### src/rtl/drive_sequencer.sv
`default_nettype none
// ============================================================================
// Module      : drive_sequencer
// Description : Line-sensor debounce, drive-mode FSM and per-channel duty
//               soft-start ramp for a two-channel PWM motor drive.
// Revision    : 1.0 - initial release
// ============================================================================
module drive_sequencer #(
    parameter int RAMP_DIV = 4,
    parameter int DUTY_W   = 3
) (
    input  logic              clk,
    input  logic              rst,
    input  logic              period_tick,
    input  logic              enable,
    input  logic              sens_l,
    input  logic              sens_r,
    input  logic [DUTY_W-1:0] duty_max,
    output logic [DUTY_W-1:0] l_duty,
    output logic [DUTY_W-1:0] r_duty,
    output logic [2:0]        state,
    output logic              at_target
);

    localparam int c_RDIV_W = (RAMP_DIV > 1) ? $clog2(RAMP_DIV) : 1;
    localparam logic [c_RDIV_W-1:0] c_RDIV_LAST = c_RDIV_W'(RAMP_DIV - 1);

    typedef enum logic [2:0] {
        c_IDLE  = 3'd0,
        c_FWD   = 3'd1,
        c_LEFT  = 3'd2,
        c_RIGHT = 3'd3,
        c_HALT  = 3'd4,
        c_DRAIN = 3'd5
    } state_t;

    state_t              r_state;
    state_t              w_state_nxt;
    state_t              w_mode;
    logic [1:0]          r_pend;
    logic [1:0]          r_committed;
    logic [1:0]          w_sample;
    logic [c_RDIV_W-1:0] r_rdiv;
    logic                w_step;
    logic [DUTY_W-1:0]   r_l_duty;
    logic [DUTY_W-1:0]   r_r_duty;
    logic [DUTY_W-1:0]   w_l_tgt;
    logic [DUTY_W-1:0]   w_r_tgt;

    // One-LSB move toward the target; a duty at target holds.
    function automatic logic [DUTY_W-1:0] f_step(input logic [DUTY_W-1:0] cur,
                                                 input logic [DUTY_W-1:0] tgt);
        if (cur < tgt)
            return cur + 1'b1;
        else if (cur > tgt)
            return cur - 1'b1;
        else
            return cur;
    endfunction

    assign w_sample = {sens_l, sens_r};

    // A pattern commits only after two consecutive identical tick samples.
    always_ff @(posedge clk or negedge rst) begin
        if (!rst) begin
            r_pend      <= 2'b00;
            r_committed <= 2'b00;
        end else if (period_tick) begin
            r_pend <= w_sample;
            if ((w_sample == r_pend) && (r_pend != r_committed))
                r_committed <= r_pend;
        end
    end

    always_comb begin
        w_mode = c_FWD;
        case (r_committed)
            2'b00:   w_mode = c_FWD;
            2'b10:   w_mode = c_LEFT;
            2'b01:   w_mode = c_RIGHT;
            default: w_mode = c_HALT;
        endcase
    end

    always_ff @(posedge clk or negedge rst) begin
        if (!rst)
            r_state <= c_IDLE;
        else if (period_tick)
            r_state <= w_state_nxt;
    end

    always_comb begin
        w_state_nxt = r_state;
        case (r_state)
            c_IDLE: begin
                if (enable)
                    w_state_nxt = w_mode;
            end
            c_DRAIN: begin
                if (enable)
                    w_state_nxt = w_mode;
                else if ((r_l_duty == '0) && (r_r_duty == '0))
                    w_state_nxt = c_IDLE;
            end
            default: begin
                w_state_nxt = enable ? w_mode : c_DRAIN;
            end
        endcase
    end

    always_comb begin
        w_l_tgt = '0;
        w_r_tgt = '0;
        case (r_state)
            c_FWD: begin
                w_l_tgt = duty_max;
                w_r_tgt = duty_max;
            end
            c_LEFT:  w_r_tgt = duty_max;
            c_RIGHT: w_l_tgt = duty_max;
            default: begin
                w_l_tgt = '0;
                w_r_tgt = '0;
            end
        endcase
    end

    assign w_step = (r_rdiv == c_RDIV_LAST);

    // Duties step using targets of the pre-edge state, so a mode change on
    // a step tick still moves toward the old targets.
    always_ff @(posedge clk or negedge rst) begin
        if (!rst) begin
            r_rdiv   <= '0;
            r_l_duty <= '0;
            r_r_duty <= '0;
        end else if (period_tick) begin
            r_rdiv <= w_step ? '0 : r_rdiv + 1'b1;
            if (w_step) begin
                r_l_duty <= f_step(r_l_duty, w_l_tgt);
                r_r_duty <= f_step(r_r_duty, w_r_tgt);
            end
        end
    end

    assign l_duty    = r_l_duty;
    assign r_duty    = r_r_duty;
    assign state     = r_state;
    assign at_target = (r_l_duty == w_l_tgt) && (r_r_duty == w_r_tgt);

endmodule
`default_nettype wire

### config.mk
export PLATFORM = sky130hd
export DESIGN_NAME = drive_sequencer
export DESIGN_NICKNAME = d
export VERILOG_FILES = /design/src/rtl/drive_sequencer.sv
export SDC_FILE = /design/constraint.sdc
export NUM_CORES = 1
export LEC_CHECK = 0
export ABC_AREA = 1
export BUFFER_PORTS_ARGS = -buffer_cell sky130_fd_sc_hd__buf_2
export CAP_MARGIN = 20
export CORE_ASPECT_RATIO = 0.7
export CORE_MARGIN = 4
export CORE_UTILIZATION = 57
export CTS_BUF_LIST = sky130_fd_sc_hd__clkbuf_4 sky130_fd_sc_hd__clkbuf_8
export DETAILED_ROUTE_END_ITERATION = 16
export PLACE_DENSITY = 0.93
export SLEW_MARGIN = 25
export SYNTH_ARGS = -nofsm -noshare
export SYNTH_HDL_FRONTEND = slang
export SYNTH_SLANG_ARGS = --single-unit
export TNS_END_PERCENT = 20
### constraint.sdc
create_clock -name clk -period 2.5 [get_ports clk]
set_clock_uncertainty 0.1 [all_clocks]
set_input_delay 0.25 -clock clk [delete_from_list [all_inputs] [get_ports clk]]
set_output_delay 0.25 -clock clk [all_outputs]
set_load 0.02 [all_outputs]
==> results.py, run 1 <==
metrics = {
    "status": {
        "status": "finished, final reports clean",
    },
    "floorplanning": {
        "num_rows": 13,
        "core_mm2": 0.00185,
        "ios": 19,
        "die_h_um": 44.9,
        "die_area_mm2": 0.00273,
        "start_util": 0.599,
        "fp.dieW_um": 60.7,
    },
    "route": {
        "routedWlPerCell_um": 12.4,
        "via_per_inst": 5.21,
        "wirelength_um": 2400,
        "ant_nets": 0,
        "initialDrtViolationCount": 23,
        "route.vias.total": 1010,
        "drc_errors": 0,
        "firstDrtPassIters": 4,
    },
    "placed_design": {
        "finalWeightedCongestion": 0.876,
        "place_hpwl_um": 1870,
        "place_inst": 187,
        "pre_cts_ws_ns": 0.118,
        "portBuffers": 18,
    },
    "global_route": {
        "grt_pass1_wl_um": 4160,
        "grt-ovfl-total": 0,
        "grt_usage": 0.211,
        "grt_pass1_vias": 986,
        "grt_max_degree": 16,
        "antenna_found_initial": 0,
    },
    "logic_synthesis": {
        "synth_area_mm2": 0.00111,
        "synth-seq-cells": 15,
        "synth_compound_area_frac": 0.0857,
        "syn_inst": 147,
        "synth_flop_cell": "dfrtp_1",
        "yosysTopAreaCellShare": 0.338,
        "synthAdderAreaFrac": 0.149,
        "ys_seq_area_frac": 0.338,
        "syn_area_per_cell_um2": 7.55,
        "ys_types": 28,
        "async_flop_share": 1.00,
        "ys_warn_count": 0,
        "yosys-top-cells-area": "dfrtp_1 34%, nand2_1 15%, ha_1 11%, inv_1 8.1%, nand3_1 5.0%",
        "synth-edff-count": 0,
        "yosys.area.top_type": "dfrtp_1",
        "synthesis.nets": 168,
        "yosys.area_share.simple": 0.301,
        "synth_top_family_by_area": "simple AND/OR/NAND/NOR gates",
        "synthMuxAreaShare": 0.0101,
        "synth_xor_xnor_area_share": 0.0237,
    },
    "setup_path": {
        "r2r-start": "state[0]",
        "critPathRequiredTime_ns": 2.64,
        "rr_endpoint": "r_duty[2]",
        "start_kind": "flop",
        "ff2ff_setup_slack_ns": 0.25,
        "ff2ff_path_depth": 16,
        "worstSetupPathType": "flop to flop",
        "crit_arrival_ns": 2.38,
        "worstPathMaxFanout": 6,
        "endpoint_kind": "flop",
    },
    "timing": {
        "rsz0062_at_grt": "false",
        "tightest_slew_ns": 0.335,
        "setup_ws_ns": 0.255,
        "slew_headroom": 0.777,
        "setup-tns-final_ns": 0,
        "slew_violations": 0,
        "post-route-period-util": 0.898,
        "hold_violations": 0,
        "max_freq_ghz": 0.445,
        "final.min_clock_period_ns": 2.25,
        "finalSetupViolCount": 0,
    },
    "power_and_ir_drop": {
        "peakVddDrop_v": 0.00112,
        "p_per_area_mw_per_mm2": 1390,
        "power.leakage_uw": 0.000709,
    },
    "cts": {
        "cts_tree": "built",
        "cts_made_buffers": 3,
        "clockRootBuffer": "clkbuf_4",
        "clkTransAtPathRegs_ns": 0.09,
        "cts.path.max_buffers": 2,
        "clock-sinks": 15,
        "clk_latency_ns": 0.30,
        "htree_levels": 1,
    },
    "finish": {
        "layout_common_cells": "44 x nand2_1, 23 x inv_1, 18 x buf_2",
        "area_growth_pct": 16.8,
        "fill_cells": 140,
        "drive_gt1_frac": 0.238,
        "diodes": 0,
        "final_cells": 194,
        "finalNetCount": 194,
        "layout_commonest_cell": "nand2_1",
    },
    "min_path": {
        "worstHoldPathCells": 3,
        "min_to": "r_pend[0]",
        "min_path_type": "input port to flop",
        "min_from": "sens_r",
    },
    "flow_run": {
        "max-cap-violations": 0,
    },
}
[per-stage QoR]
stage	utilization	hold WS, ns	instance area [um^2]	power [uW]
after floorplan	-	-0.146	1110	1290
after global placement	0.663	0.0632	1230	1510
final	0.699	0.0902	1300	1810
after detailed placement	0.663	0.0693	1230	1580
after CTS	0.685	0.0928	1270	1740
after global routing	0.699	0.111	1300	2010
[Yosys cell counts (3+ instances only)]
cell type / count
nand2_1: 45
inv_1: 24
dfrtp_1: 15
nand3_1: 11
ha_1: 10
a21oi_1: 6
nand2_2: 3
nand4_1: 3
nor2_1: 3
nor3_1: 3
o21ai_0: 3
[repair_timing]
item / CTS / global route
hold buffers: 1 / 0
endpoints found under the hold margin: 15 / 0
resized for setup: 0 / 6
buffers inserted: 0 / 2
setup endpoints to repair: 0 / 1
[worst max path at each step]
stage / start / end / slack, ns / cells after the start
floorplan: state[0] / r_duty[2] / 0.17 / 15
global placement: state[0] / r_duty[2] / 0.25 / 15
global route: state[1] / r_duty[2] / 0.01 / 15
detailed placement: state[1] / r_duty[2] / 0.12 / 15
finish: state[0] / r_duty[2] / 0.25 / 16
CTS: state[1] / r_duty[2] / 0.11 / 16
[cell families (layout without fill, tap and decap cells)]
group	Yosys count	after routing
AO/OA/AOI/OAI	15	15
XOR/XNOR	3	3
adder cells (fa/ha/maj)	12	12
buffers and inverters	27	52
flip-flops	15	15
multiplexers	1	1
AND/OR/NAND/NOR	74	74
[layer usage]
| layer | up-vias | wire, um | global-route usage | part of all wire |
|---|---|---|---|---|
| met1 | 455 | 1050 | 0.261 | 0.44 |
| met2 | 30 | 1150 | 0.333 | 0.48 |
| met3 | 7 | 128 | 0.0571 | 0.053 |
| li1 | 518 | - | - | - |
| met4 | 0 | 64 | 0.126 | 0.027 |
| met5 | - | 0 | 0 | 0 |
[sequential cells by signal, indices dropped and copies added, names as in the netlist]
signal / flops
l_duty: 3
r_committed: 2
r_duty: 3
r_pend: 2
r_rdiv: 2
state: 3
[report_power, final]
group	internal [uW]	total [uW]	switching, uW	leakage (uW)
Combinational	450	1160	713	0.000510
Sequential	353	489	135	0.000181
Clock	73.2	154	81.0	0.0000184
Total	877	1810	929	0.000709
[critical path, stage by stage (launching register included)]
cell and delay (ns):
dfrtp_2 0.42, inv_2 0.07, nand2_1 0.06, nand3_1 0.08, inv_1 0.08, nand2_1 0.05
ha_1 0.31, a21oi_2 0.18, nand2_2 0.10, fa_2 0.34, inv_1 0.06, nand3_1 0.07
nand2_1 0.07, inv_1 0.05, nand2_1 0.06, nand2_1 0.05, nand2_1 0.06
[area by class of cell]
type | count | area, um^2 | share of cell area
Multi-Input combinational cell | 105 | 641 | 0.494
Clock buffer | 4 | 30.0 | 0.0232
Sequential cell | 15 | 378 | 0.292
Tap cell | 22 | 27.5 | 0.0212
Inverter | 26 | 97.6 | 0.0753
Timing Repair Buffer | 22 | 123 | 0.0946
Note: power is estimated with default switching activity, not from simulation.
==> inputs of run 2 (changes only) <==
--- a/config.mk
+++ b/config.mk
@@ -5,15 +5,16 @@
 export SDC_FILE = /design/constraint.sdc
 export NUM_CORES = 1
 export LEC_CHECK = 0
-export ABC_AREA = 1
 export BUFFER_PORTS_ARGS = -buffer_cell sky130_fd_sc_hd__buf_2
 export CAP_MARGIN = 20
+export CELL_PAD_IN_SITES_DETAIL_PLACEMENT = 0
+export CELL_PAD_IN_SITES_GLOBAL_PLACEMENT = 1
 export CORE_ASPECT_RATIO = 0.7
 export CORE_MARGIN = 4
-export CORE_UTILIZATION = 57
+export CORE_UTILIZATION = 43
 export CTS_BUF_LIST = sky130_fd_sc_hd__clkbuf_4 sky130_fd_sc_hd__clkbuf_8
 export DETAILED_ROUTE_END_ITERATION = 16
-export PLACE_DENSITY = 0.93
+export PLACE_DENSITY = 0.92
 export SLEW_MARGIN = 25
 export SYNTH_ARGS = -nofsm -noshare
 export SYNTH_HDL_FRONTEND = slang
==> run 2 against run 1 <==
Compared with the run above:
- area after synthesis is 4.5% lower
- highest routed layer is now met3
- largest cell class unchanged
- utilization is 11 points lower
- clock power is 10% lower
- fmax is 7.2% lower
- total power is 12% lower
- register-to-register slack worse by 0.18 ns
- routed wire length is 5.4% lower
==> results.py, run 2 <==
metrics = {
    "cts": {
        "clk_latency_ns": 0.28,
        "clockRootBuffer": "clkbuf_4",
        "htree_levels": 1,
        "cts_made_buffers": 3,
        "clkTransAtPathRegs_ns": 0.09,
        "clock-sinks": 15,
        "cts_tree": "built",
        "cts.path.max_buffers": 2,
    },
    "placed_design": {
        "portBuffers": 18,
        "place_area_mm2": 0.00123,
        "finalWeightedCongestion": 0.756,
        "pre_cts_ws_ns": 0.0113,
        "place_inst": 160,
        "place_hpwl_um": 1820,
    },
    "finish": {
        "design_area_mm2": 0.00133,
        "finalNetCount": 156,
        "drive_gt1_frac": 0.366,
        "area_growth_pct": 25.4,
        "utilization": 0.593,
        "diodes": 0,
        "layout_common_cells": "18 x buf_2, 13 x dfrtp_1, 8 x nand2_1",
        "final_cells": 166,
        "layout_commonest_cell": "buf_2",
    },
    "route": {
        "via_per_inst": 5.25,
        "wirelength_um": 2270,
        "ant_nets": 0,
        "initialDrtViolationCount": 12,
        "route.vias.total": 871,
        "routedWlPerCell_um": 13.7,
        "firstDrtPassIters": 3,
        "drc_errors": 0,
    },
    "timing": {
        "max_freq_ghz": 0.413,
        "rsz0062_at_grt": "true",
        "final.min_clock_period_ns": 2.42,
        "post-route-period-util": 0.968,
        "slew_violations": 0,
        "setup_ws_ns": 0.0795,
        "tightest_slew_ns": 0.359,
        "finalSetupViolCount": 0,
        "slew_headroom": 0.758,
        "hold_violations": 0,
    },
    "logic_synthesis": {
        "synth_compound_area_frac": 0.144,
        "yosys-top-cells-area": "dfrtp_1 35%, ha_1 12%, mux2_2 6.4%, xnor2_1 4.1%, a21oi_1 3.8%",
        "synthesis.nets": 131,
        "syn_inst": 110,
        "synth_flop_cell": "dfrtp_1",
        "yosys-top-cells-count": "15 x dfrtp_1, 10 x ha_1, 9 x nand2_1",
        "async_flop_share": 1.00,
        "yosys.area.top_type": "dfrtp_1",
        "synth_top_family_by_area": "simple AND/OR/NAND/NOR gates",
        "ys_types": 33,
        "synth.most_common_cell": "dfrtp_1",
        "synthAdderAreaFrac": 0.156,
        "synth_area_mm2": 0.00106,
        "synth-seq-cells": 15,
        "ys_warn_count": 0,
        "yosys.area_share.simple": 0.182,
        "syn_area_per_cell_um2": 9.63,
        "ys_seq_area_frac": 0.354,
        "yosysTopAreaCellShare": 0.354,
        "synthMuxAreaShare": 0.0732,
        "synth_xor_xnor_area_share": 0.0579,
        "synth-edff-count": 0,
    },
    "floorplanning": {
        "die_h_um": 49.5,
        "fp.dieW_um": 67.3,
        "die_area_mm2": 0.00334,
        "core_mm2": 0.00224,
        "start_util": 0.473,
        "num_rows": 14,
        "ios": 19,
    },
    "setup_path": {
        "endpoint_kind": "flop",
        "crit_arrival_ns": 2.53,
        "critical-path-slowest-cell": "dfrtp_2",
        "critPathRequiredTime_ns": 2.61,
        "start_kind": "flop",
        "cp_cell_sequence": "xnor2_1 -> nor2_2 -> nand2_1 -> ha_4 -> nand2b_4 -> a21oi_2 -> fa_2 -> nand3b_1 -> a2111o_1 -> o21ai_2 -> xor2_1",
        "slowest_delay_ns": 0.42,
        "worstSetupPathType": "flop to flop",
        "worstPathMaxFanout": 3,
    },
    "power_and_ir_drop": {
        "peakVddDrop_v": 0.000527,
        "power.leakage_uw": 0.000576,
        "power_uw": 1600,
        "p_per_area_mw_per_mm2": 1200,
    },
    "status": {
        "status": "finished, final reports clean",
    },
    "global_route": {
        "antenna_found_initial": 0,
        "grt-ovfl-total": 0,
        "grt_pass1_vias": 882,
        "grt_usage": 0.156,
        "grt_max_degree": 18,
        "grt_pass1_wl_um": 3980,
    },
    "flow_run": {
        "max-cap-violations": 0,
    },
    "min_path": {
        "min_path_type": "input port to flop",
    },
}
-- run 2: cell types whose count changed in the layout (fill, tap and decap cells not counted), sizes merged, moves of 3 or more --
cell	change
nand2	-39
inv	-20
nand3	-6
mux2	+5
nand3b	+4
xnor2	+4
nand4	-3
-- run 2: area by class of cell --
cell class | instances | area, um^2
Fill cell | 215 | 913
Multi-Input combinational cell | 86 | 727
Sequential cell | 15 | 378
Timing Repair Buffer | 24 | 138
Tap cell | 32 | 40.0
Clock buffer | 3 | 22.5
Inverter | 5 | 18.8
Clock inverter | 1 | 5.00
-- run 2: cell families after synthesis --
family / after synthesis
simple gates: 37
mux: 7
compound gates: 23
fa+ha+maj: 12
flops: 15
xor+xnor: 7
buf+inv: 9
-- run 2: what timing repair did --
action / CTS / global route
resized for setup: 1 / 9
hold buffers: 1 / 0
hold endpoints to repair: 15 / 0
pin swaps: 1 / 1
setup buffers: 1 / 0
endpoints found under the setup margin: 1 / 2
-- run 2: where the power goes --
group	internal (uW)	switching [uW]	leakage [uW]
combinational	483	517	0.000381
sequential	335	125	0.000178
clock	59.4	78.9	0.0000177
total	877	721	0.000576
-- run 2: worst max-delay path, delay by kind of cell (launching register included) --
family                   cells  cell delay [ns]
XOR/XNOR                     2             0.30
adder cells (fa/ha/maj)      2             0.57
AO/OA/AOI/OAI                3             0.44
AND/OR/NAND/NOR              4             0.51
flip-flops                   1             0.42
-- run 2: metrics by stage --
step                      TNS (ns)  hold slack, ns
final                            0           0.144
after global routing       -0.0993           0.139
after CTS                        0           0.133
after detailed placement         0          0.0746
after global placement           0          0.0684
after floorplan            -0.0346          -0.146
-- run 2: routing by layer --
metal | GRT usage | share of wire
met2 | 0.258 | 0.51
met3 | 0.0568 | 0.043
met4 | 0.0101 | 0
met1 | 0.202 | 0.44
met5 | 0 | 0
-- run 2: final timing paths --
| kind | start | to | slack [ns] | depth (start not counted) |
|---|---|---|---|---|
| setup / recovery | state[0] | r_duty[2] | 0.08 | 11 |
| hold / removal | sens_r | r_pend[0] | 0.14 | 2 |
| setup reg to reg | state[0] | r_duty[2] | 0.08 | 11 |
| hold reg to reg | r_rdiv[1] | r_rdiv[1] | 0.42 | 1 |
| max in group asynchronous | rst | state[1] | 1.72 | 2 |
| min in group asynchronous | rst | l_duty[0] | 0.30 | 2 |
